==> config.mk <==
export PLATFORM = sky130hd
export DESIGN_NAME = ir_command_regs
export DESIGN_NICKNAME = d
export VERILOG_FILES = /design/src/rtl/ir_command_regs.sv
export SDC_FILE = /design/constraint.sdc
export NUM_CORES = 1
export LEC_CHECK = 0
export BUFFER_PORTS_ARGS = -buffer_cell sky130_fd_sc_hd__buf_4
export CORE_AREA = 10 10 94 96
export DETAILED_ROUTE_END_ITERATION = 10
export DIE_AREA = 0 0 104 106
export PLACE_DENSITY_LB_ADDON = 0.12
export RECOVER_POWER = 25
export SKIP_LAST_GASP = 1
export SYNTH_ARGS = -nofsm -noshare
export SYNTH_HDL_FRONTEND = slang
export SYNTH_SLANG_ARGS = --single-unit
==> constraint.sdc <==
create_clock -name CLK -period 3.8 [get_ports CLK]
set_clock_uncertainty 0.15 [all_clocks]
set_input_delay 0.76 -clock CLK [delete_from_list [all_inputs] [get_ports CLK]]
set_output_delay 0.76 -clock CLK [all_outputs]
set_load 0.02 [all_outputs]
==> src/rtl/ir_command_regs.sv <==
// ir_command_regs: CPU register window feeding the IR transmitter.
// Builds a held direction command and a one-cycle send trigger.
module ir_command_regs #(
  parameter logic [7:0] BASE_ADDR      = 8'h90,
  parameter int         CLK_FREQ       = 100_000_000,
  parameter int         SEND_RATE_HZ   = 10,
  parameter int         HOLDOFF_CYCLES = 1_500_000,
  parameter int         WDOG_PACKETS   = 10
) (
  input  logic       CLK,
  input  logic       RESETN,
  input  logic [7:0] BUS_ADDR,
  input  logic [7:0] BUS_DATA_IN,
  input  logic       BUS_WE,
  output logic [7:0] BUS_DATA_OUT,
  output logic       BUS_DATA_OUT_EN,
  output logic [3:0] COMMAND,
  output logic       SEND_PACKET
);

  localparam int PERIOD = CLK_FREQ / SEND_RATE_HZ;
  localparam int TW = (PERIOD > 1) ? $clog2(PERIOD) : 1;
  localparam int HW = $clog2(HOLDOFF_CYCLES + 1);

  localparam logic [TW-1:0] T_LAST = TW'(PERIOD - 1);
  localparam logic [HW-1:0] H_LOAD = HW'(HOLDOFF_CYCLES - 1);
  localparam logic [7:0]    W_LIM  = 8'(WDOG_PACKETS);

  logic [TW-1:0] timer_q, timer_d;
  logic [HW-1:0] hold_q, hold_d;
  logic [3:0]    cmd_q, cmd_d;
  logic          auto_en_q, auto_en_d;
  logic          wdog_en_q, wdog_en_d;
  logic          req_q, req_d;
  logic          trip_q, trip_d;
  logic [7:0]    pktcnt_q, pktcnt_d;
  logic [7:0]    wcnt_q, wcnt_d;
  logic [3:0]    command_q, command_d;
  logic          send_q, send_d;
  logic [7:0]    rdata_q, rdata_d;
  logic          rden_q, rden_d;

  logic [7:0] off;
  logic       in_win;
  logic [3:0] sel;
  logic       cmd_wr;
  logic       ctrl_wr;
  logic       oneshot_wr;
  logic [7:0] rd_val;
  logic       tick;
  logic       service;
  logic [7:0] wcap;

  always_comb begin
    off        = BUS_ADDR - BASE_ADDR;
    in_win     = off < 8'd4;
    sel        = in_win ? (4'b0001 << off[1:0]) : 4'b0000;
    cmd_wr     = BUS_WE && sel[0];
    ctrl_wr    = BUS_WE && sel[1];
    oneshot_wr = ctrl_wr && BUS_DATA_IN[1];
  end

  always_comb begin
    rd_val = '0;
    unique case (1'b1)
      sel[0]:  rd_val = {4'b0000, cmd_q};
      sel[1]:  rd_val = {5'b00000, wdog_en_q, 1'b0, auto_en_q};
      sel[2]:  rd_val = {5'b00000, hold_q != '0, trip_q, req_q};
      sel[3]:  rd_val = pktcnt_q;
      default: rd_val = '0;
    endcase
  end

  always_comb begin
    tick    = timer_q == T_LAST;
    timer_d = tick ? '0 : timer_q + 1'b1;
    service = req_q && (hold_q == '0);

    // a set arriving on the service edge starts a fresh request
    req_d = req_q;
    if (service) req_d = 1'b0;
    if ((tick && auto_en_q) || oneshot_wr) req_d = 1'b1;

    hold_d = hold_q;
    if (service) hold_d = H_LOAD;
    else if (hold_q != '0) hold_d = hold_q - 1'b1;

    send_d    = service;
    command_d = service ? cmd_q : command_q;
    pktcnt_d  = service ? pktcnt_q + 8'd1 : pktcnt_q;

    auto_en_d = ctrl_wr ? BUS_DATA_IN[0] : auto_en_q;
    wdog_en_d = ctrl_wr ? BUS_DATA_IN[2] : wdog_en_q;
  end

  always_comb begin
    wcap   = wdog_en_q ? W_LIM : 8'hFF;
    wcnt_d = wcnt_q;
    if (service && (wcnt_q < wcap)) wcnt_d = wcnt_q + 8'd1;

    // trip on the edge the limit is reached; a CMD write overrides it
    cmd_d  = cmd_q;
    trip_d = trip_q;
    if (wdog_en_q && (wcnt_d >= W_LIM)) begin
      cmd_d  = 4'b0000;
      trip_d = 1'b1;
    end
    if (cmd_wr) begin
      cmd_d  = BUS_DATA_IN[3:0];
      wcnt_d = '0;
      trip_d = 1'b0;
    end
  end

  always_comb begin
    rden_d  = !BUS_WE && in_win;
    rdata_d = rden_d ? rd_val : 8'h00;
  end

  always_ff @(posedge CLK or negedge RESETN) begin
    if (!RESETN) begin
      timer_q   <= '0;
      hold_q    <= '0;
      cmd_q     <= '0;
      auto_en_q <= 1'b0;
      wdog_en_q <= 1'b0;
      req_q     <= 1'b0;
      trip_q    <= 1'b0;
      pktcnt_q  <= '0;
      wcnt_q    <= '0;
      command_q <= '0;
      send_q    <= 1'b0;
      rdata_q   <= '0;
      rden_q    <= 1'b0;
    end else begin
      timer_q   <= timer_d;
      hold_q    <= hold_d;
      cmd_q     <= cmd_d;
      auto_en_q <= auto_en_d;
      wdog_en_q <= wdog_en_d;
      req_q     <= req_d;
      trip_q    <= trip_d;
      pktcnt_q  <= pktcnt_d;
      wcnt_q    <= wcnt_d;
      command_q <= command_d;
      send_q    <= send_d;
      rdata_q   <= rdata_d;
      rden_q    <= rden_d;
    end
  end

  assign COMMAND         = command_q;
  assign SEND_PACKET     = send_q;
  assign BUS_DATA_OUT    = rdata_q;
  assign BUS_DATA_OUT_EN = rden_q;

endmodule

==> results of run 1 <==
[kinds of logic after synthesis]
family	after synthesis	share of synthesized area, %
simple gates	174	22.88
mux	12	3.845
xor+xnor	45	9.847
buf+inv	13	1.844
flops	83	51.89
compound gates	41	6.565
fa+ha+maj	10	3.126
[how the worst min path moves through the flow]
stage                                  startpoint                       to  slack [ps]  cells past startpoint
after floorplan           pktcnt_q[7]$_DFFE_PN0P_  pktcnt_q[7]$_DFFE_PN0P_         290                      1
after global placement      hold_q[8]$_DFFE_PN0P_    hold_q[8]$_DFFE_PN0P_         300                      1
after detailed placement    hold_q[8]$_DFFE_PN0P_    hold_q[8]$_DFFE_PN0P_         320                      1
after CTS                   hold_q[8]$_DFFE_PN0P_    hold_q[8]$_DFFE_PN0P_         330                      1
after global routing      pktcnt_q[7]$_DFFE_PN0P_  pktcnt_q[7]$_DFFE_PN0P_         350                      1
final                     pktcnt_q[7]$_DFFE_PN0P_  pktcnt_q[7]$_DFFE_PN0P_         320                      1
[metrics by stage]
stage | instances | hold slack (ps)
global placement | 498 | 301.6
detailed placement | 498 | 318.8
global route | 514 | 353.4
floorplan | 378 | 287.5
CTS | 514 | 329.6
finish | 514 | 319.8
[layout make-up]
class                   instances  area share, %
flip-flops and latches         83          46.39
multi-input cells             282          41.48
repair buffers                 30          4.891
clock buffers                  11          2.935
well taps                      99          2.767
clock inverters                 5          1.202
inverters                       4         0.3354
[registers in the layout (all words and copies together), names as in the netlist, 4 cells and up]
signal        cells
timer_q          24
hold_q           21
BUS_DATA_OUT      8
pktcnt_q          8
wcnt_q            8
COMMAND           4
cmd_q             4
[where the power goes]
part	total [W]	leakage [nW]	internal [W]	switching, W
combinational	0.000118	0.864	0.0000535	0.0000648
sequential	0.000919	1.03	0.000897	0.0000214
clock	0.000603	0.0971	0.000302	0.000300
total	0.00164	1.99	0.00125	0.000387
[layer usage]
metal  up-vias  GRT usage [%]  wire [um]
met1      1369          18.10       3524
met3        14          3.080        214
met4         0          6.163        144
met5         -              0          0
li1       1416              -          -
met2        38          22.19       3482
[placed cells by master, fill, tap and decap left out, drive strengths merged, types with 3 or more instances in the layout]
cell type  netlist  layout
dfrtp           83      83
nor2            53      53
buf              2      27
nand2           23      23
xor2            23      23
xnor2           22      22
nor3            18      18
a21oi           16      16
nand3           16      16
clkbuf           7      14
nor4            12      12
nand4           12      12
o21ai           11      11
ha              10      10
and3             9       9
mux2             7       7
and2             5       5
inv              4       4
and4             4       4
or2              4       4
clkinv           0       4
mux2i            3       3
or3              3       3
a31oi            3       3
==> results.txt, run 1 <==
* Outcome: finished with violations
* Violated checks: capacitance limit, slew limit
- Post-CTS Setup Bufs: 0
- The number of antenna violations at the first check in global routing came to 0.
- Count of inserted antenna diode cells: 0
- Ranking of synthesized cells by instance count: sky130_fd_sc_hd__dfrtp_1, sky130_fd_sc_hd__nor2_1, sky130_fd_sc_hd__nand2_1, sky130_fd_sc_hd__xor2_1, sky130_fd_sc_hd__xnor2_1
- In this run the vertical extent of the chip is 106 um.
- The congestion estimate from routability-driven global placement came to 0.8031.
* Most numerous cell in the Yosys netlist: sky130_fd_sc_hd__dfrtp_1
- Clock-pin slew on the worst setup and hold paths: 80 ps
* Count of vias placed by the detailed router: 2837
- Hpwl dp: 5.227 mm
* Final Total Pwr: 0.001640 W
- Peak supply drop: 183.0 uV
* TritonCTS clock tree: done
* Setup repair after global routing missed its margin: no
- Antenna Violating Nets Remaining: 0
- After detailed routing, the number of remaining DRC violations is 0.
- The floorplan step defined a die boundary enclosing 11020 um^2.
- Cells taking the most area after synthesis: sky130_fd_sc_hd__dfrtp_1, sky130_fd_sc_hd__xor2_1, sky130_fd_sc_hd__nor2_1
- Total I/O pin count: 33
* Placement Cell Area: 4298 um^2
- Tightest slew margin relative to the limit: -32.86%
* Worst-path cell chain: nor3_1 -> nand4b_1 -> nor3_2 -> nand4_1 -> o211ai_1 -> nor3_1 -> a211o_2
- First drt pass iteration count: 4
- Total power density per cell area: 366.3 nW/um^2
- Measured in cells, the most critical reg-to-reg path has a length of 7.
* FF+latch area: 2077 um^2
* Delay contributed by the slowest stage of the critical path: 640 ps
- The most critical setup path has its endpoint at trip_q$_DFFE_PN0P_.
- For this run, the top clock speed supported by timing is 334.9 MHz.
* Count of cell types in the netlist: 50
- Summed over all instances, the cell type with the most area after synthesis is sky130_fd_sc_hd__dfrtp_1.
- Final cell area excluding filler cells: 4477 um^2
* Cts hold-fix bufs: 0
* Num Clock Sinks: 83
- STA classifies the critical path startpoint as a flip-flop.
- In this run the worst path has a maximum fanout of 9.
- Part of the cycle the worst path needs: 78.57%
- Arrival time of the worst setup path: 3070 ps
- The number of buffers and inverters on the critical path is 0.
- Mapped cell area: 4003 um^2
* Share of cells above drive strength 1: 16.87%
- Endpoint class of the critical path: flip-flop
- Subtracting the final worst setup slack from the clock period gives 2986 ps.
* Number of synthesized register bits: 83
- The cell count after synthesis came out at 378.
- Mean routed wirelength per cell: 14.33 um
* Reported max-cap violation count: 1
* Part of the Yosys area used for sequential elements: 51.89%
- The slowest stage of the critical path is the sky130_fd_sc_hd__nor3_2 cell.
- Net total in the final layout: 439
- The kind of cell with the highest combined delay along the critical path is simple AND/OR/NAND/NOR gates.
- Measured on the finished design, the core utilization comes to 63.42%.
* Reg-to-reg critical path startpoint: hold_q[3]$_DFFE_PN0P_
- The synthesized design devotes to its leading area cell type 51.89% of total area.
* Wirelength, routed: 7.366 mm
- Vias/cell: 5.519
* Sum Neg Setup Slack: 0 ps
* CP Data Required Time: 3880 ps
- Once the clock tree was built, the resizer swapped 0 gates to a different size.
- Across all setup checks in the final design, the least slack found is 814.5 ps.
- Entering global routing, the biggest net connects 84 pins.
- Master cell of the clock root buffer: sky130_fd_sc_hd__clkbuf_8
- Overflow left after global routing: 0
* Number of endpoints with negative hold slack in the final report: 0
- The worst register-to-register path has a setup slack of 810 ps.
* Static power due to leakage: 1.992 nW
- Among the stages of the critical path, the cell type that occurs most often is sky130_fd_sc_hd__nor3_1.
- Iter 0 DRT Violations: 96
- The H-tree was split into 3 levels.
* Top_reg_cell synth: sky130_fd_sc_hd__dfrtp_1
- In this run the critical register-to-register path is captured at trip_q$_DFFE_PN0P_.
* Fraction of registers with async set/reset: 100.0%
- Actual slew at the worst max-slew pin: 1993 ps
* Worst-Skew Late Latency: 350 ps
- Maximum buffer depth of the clock tree: 2
* Synthesis-to-layout area growth: 11.85%
- WP depth: 7
- Placeable Area: 7059 um^2
- The Yosys step of the flow raised 0 warnings.
- Number of enable-type register cells in the synthesized netlist: 0
* Wire length of the first global-routing pass: 13.03 mm
- Launch point of the critical path: hold_q[3]$_DFFE_PN0P_
* Count of buffers from port buffering: 28
- The die is 104 um wide.
- Setup violations remaining at the end of the flow were counted as 0.
- Post-synthesis average cell area: 10.59 um^2
- In the global route stage, overall resource usage came out at 13.99%.
- Number of buffers created by CTS: 9
* Initial core utilization: 56.70%
- The critical path is of the flip-flop to flip-flop type.
* Path category of the worst min-delay check: flip-flop to flip-flop
- Final Slew Violations: 84
- The floorplan has 31 rows.
- Summing all multi-input logic gate instances after layout gives 1857 um^2.
- The number of global-route vias before repair was 2781.
- At the placement stage, the worst setup path has a slack of 857.2 ps.
* Count of filler cells inserted in the layout: 591
* Syn_nets: 407
No activity file was read; power rests on OpenSTA's default activity.
==> run 2, diff against run 1 <==
==> constraint.sdc (replaced) <==
create_clock -name CLK -period 2.75 [get_ports CLK]
set_clock_uncertainty 0.15 [all_clocks]
set_input_delay 0.55 -clock CLK [delete_from_list [all_inputs] [get_ports CLK]]
set_output_delay 0.55 -clock CLK [all_outputs]
set_load 0.02 [all_outputs]
==> run 2 against run 1 <==
Net effect: the flow now finishes without violations; wire length grew 6.4%; power grew 41%; die area is the same; maximum frequency grew 14%; clock-buffer cell count shrank 2; cell area grew 2.7%; first-iteration DRC count shrank 30%; sequential cell count is the same; sequential share of layout area shrank 1.2 points; critical path type unchanged; largest cell class unchanged; highest routed layer unchanged.
==> results.txt, run 2 (synthesized netlist as in run 1, its figures left out) <==
- The number of global-route vias before repair is 2923 (+5.1%).
- The count of buffer and inverter cells on the critical path came to 2 (+2).
- Peak Freq: 383.2 MHz (+14%)
* Post-CTS Setup Bufs: 0 (unchanged)
* Path category of the worst min-delay check: primary input to async pin
- The maximum vdd drop came to 302.5 uV (+65%).
* CP Data Required Time: 2840 ps (-1040 ps)
- Destination of the critical timing path: trip_q$_DFFE_PN0P_
- Leading cell type in the layout, fill and taps excluded: sky130_fd_sc_hd__dfrtp_1
* Maximum buffer depth of the clock tree: 2 (unchanged)
- Number of antenna violations at the first check in global routing: 0 (unchanged)
- The total of cells resized after clock tree synthesis was 0 (unchanged).
- The total of max-cap violations was 0 (-1).
* Synthesis-to-layout area growth: 14.88%
* Cts hold-fix bufs: 0 (unchanged)
- FF+latch area: 2077 um^2 (unchanged)
* H-tree depth: 3 (unchanged)
* Share of cells above drive strength 1: 20.28% (+3.4 points)
* Overflow left after global routing: 0 (unchanged)
* Delay contributed by the slowest stage of the critical path: 410 ps (-230 ps)
* Final weighted congestion of routability-driven global placement: 0.8212 (+2.3%)
- Post-route insts no fill: 528 (+2.7%)
- Setup-violating endpoint count in the final report: 0 (unchanged)
- Tightest slew margin relative to the limit: 31.51% (+64 points)
- Net total in the final layout: 453 (+3.2%)
* Max reg flops: 24 (unchanged)
- The largest registers in the layout are timer_q: 24 flops, hold_q: 21 flops.
* Number of buffers created by CTS: 9 (unchanged)
* Cell family with the largest share of critical-path delay: compound AO/OA/AOI/OAI gates
- The wire length of the first global-routing pass is 13.54 mm (+3.9%).
- The number of stages on the worst setup path is 10 (+3).
- The number of detailed-routing iterations run before antenna repair is 4 (unchanged).
* Count of buffers from port buffering: 28 (unchanged)
- Final Slew Violations: 0 (-100%)
* Top register by number of flip-flops: timer_q
- Post-place setup slack: 145.5 ps (-711.8 ps)
- The number of failing hold endpoints at the final stage is 0 (unchanged).
* Master cell of the clock root buffer: sky130_fd_sc_hd__clkbuf_8
- Number of cells after detailed placement: 512 (+2.8%)
* Multi-input logic area: 1857 um^2 (unchanged)
- The number of fill cells came to 584 (-1.2%).
- Placeable Area: 7059 um^2 (unchanged)
- Largest net degree at the start of global routing: 43 (-49%)
* Area of the die: 11020 um^2 (unchanged)
* Hold WS: 214.7 ps (-105.1 ps)
- Num Clock Sinks: 83 (unchanged)
- Placement Cell Area: 4415 um^2 (+2.7%)
- TritonCTS built the clock tree.
- The mean number of vias per cell is 5.574 (+0.99%).
- The maximum fanout encountered on the critical timing path is 9 (unchanged).
- The number of remaining DRC errors was 0 (unchanged).
- Endpoint class of the critical path: flip-flop
- Hpwl dp: 5.590 mm (+6.9%)
* Count of vias placed by the detailed router: 2943 (+3.7%)
- Final cell area excluding filler cells: 4598 um^2 (+2.7%)
* Wirelength, routed: 7.841 mm (+6.4%)
* Reg2Reg Depth: 10 (+3)
- Reg-to-reg critical path startpoint: wdog_en_q$_DFFE_PN0N_
- Highest-count cells in the layout ignoring fill and taps: sky130_fd_sc_hd__dfrtp_1, sky130_fd_sc_hd__nor2_1, sky130_fd_sc_hd__buf_4
- Iter 0 DRT Violations: 67 (-30%)
* Die Span Y: 106 um (unchanged)
- Worst-path cell chain: buf_4 -> ha_1 -> nand2_1 -> o21ai_0 -> a31oi_2 -> buf_4 -> nand2_1 -> nor2_1 -> o311a_4 -> a211o_2
- The die extent in x is 104 um (unchanged).
- Clock-pin slew on the worst setup and hold paths: 90 ps (about the same)
- The signal arrival time at the worst endpoint was 2700 ps (-370 ps).
- Tracing the worst setup path back leads to its startpoint at wdog_en_q$_DFFE_PN0N_.
- The initial core utilization came to 56.70% (unchanged).
* Actual slew at the worst max-slew pin: 1027 ps (-965.6 ps)
- The worst setup path is launched from a flip-flop.
- The time the worst path needs with I/O delays and setup was 2610 ps (-375.9 ps).
- Row Count: 31 (unchanged)
- Mean routed wirelength per cell: 14.85 um (+3.6%)
- GRT Total Usage: 14.70% (+0.71 points)
- Endpoint of the worst-slack reg-to-reg timing path: trip_q$_DFFE_PN0P_
- The run finished with clean final reports.
* Reg-to-reg slack, setup: 140 ps (-670 ps)
* Critical-path top delay cell: sky130_fd_sc_hd__o311a_4
* Setup ws final: 140.3 ps (-674.1 ps)
* Total I/O pin count: 33 (unchanged)
* Antenna Violating Nets Remaining: 0 (unchanged)
* Worst setup path category: flip-flop to flip-flop
* Total power density per cell area: 504.6 nW/um^2 (+38%)
- Part of the cycle the worst path needs: 94.90% (+16 points)
- Setup repair after global routing could not meet its margin everywhere.
- Count of inserted antenna diode cells: 0 (unchanged)
- Worst-Skew Late Latency: 350 ps (about the same)
- The cell leakage power is 2.059 nW (+3.4%).
- The final core area utilization is 65.14% (+1.7 points).
[run 2: cell types whose count changed in the layout (fill, tap and decap cells not counted)]
| cell | previous run | this run |
|---|---|---|
| sky130_fd_sc_hd__buf_4 | 27 | 42 |
| sky130_fd_sc_hd__clkbuf_1 | 3 | 0 |
| sky130_fd_sc_hd__clkinv_2 | 3 | 1 |
| sky130_fd_sc_hd__clkinvlp_4 | 0 | 2 |
| sky130_fd_sc_hd__and2_0 | 1 | 0 |
| sky130_fd_sc_hd__and2_1 | 3 | 4 |
| sky130_fd_sc_hd__clkbuf_2 | 1 | 2 |
| sky130_fd_sc_hd__clkbuf_4 | 1 | 0 |
| sky130_fd_sc_hd__clkinv_4 | 1 | 2 |
| sky130_fd_sc_hd__inv_6 | 0 | 1 |
[run 2: worst min-delay path by stage]
stage                                 to  depth (start not counted)               startpoint
5_1_grt        BUS_DATA_OUT[3]$_DFF_PN0_                          2                   BUS_WE
3_5_place_dp     pktcnt_q[7]$_DFFE_PN0P_                          1  pktcnt_q[7]$_DFFE_PN0P_
6_report       BUS_DATA_OUT[4]$_DFF_PN0_                          1                   RESETN
2_1_floorplan  BUS_DATA_OUT[0]$_DFF_PN0_                          0                   RESETN
4_1_cts        BUS_DATA_OUT[5]$_DFF_PN0_                          1                   RESETN
3_3_place_gp     pktcnt_q[7]$_DFFE_PN0P_                          1  pktcnt_q[7]$_DFFE_PN0P_
[run 2: final cells by class]
cell class,instances,share of cell area (%)
flip-flops and latches,83,45.17
repair buffers,44,7.075
well taps,99,2.694
multi-input cells,282,40.38
clock inverters,7,1.660
clock buffers,9,2.694
inverters,4,0.3265
[run 2: metrics by stage]
step / TNS (ps) / total power (W)
floorplan: 0 / 0.001394
global placement: 0 / 0.001474
detailed placement: 0 / 0.001479
CTS: 0 / 0.002350
global route: -37.47 / 0.002432
finish: 0 / 0.002320
[run 2: where the power goes]
part / switching (W) / total [W] / leakage [nW] / internal, W
logic: 0.0000987 / 0.000187 / 0.932 / 0.0000879
registers: 0.0000239 / 0.00126 / 1.03 / 0.00124
clock network: 0.000446 / 0.000870 / 0.0958 / 0.000424
[run 2: routing by layer]
layer	vias up	GRT usage [%]	wire [um]
met3	4	3.140	250
met5	-	0	0
li1	1443	-	-
met2	49	25.14	3798
met1	1447	17.94	3737
met4	0	5.467	54
[run 2: worst reg2reg max path, delay by kind of cell, from the launching register on]
kind,cells,cell delay [ps]
AOI/OAI and AO/OA,4,1000
DFF,1,400
buffers and inverters,2,340
adders and majority gates,1,310
and+or+nand+nor,3,320
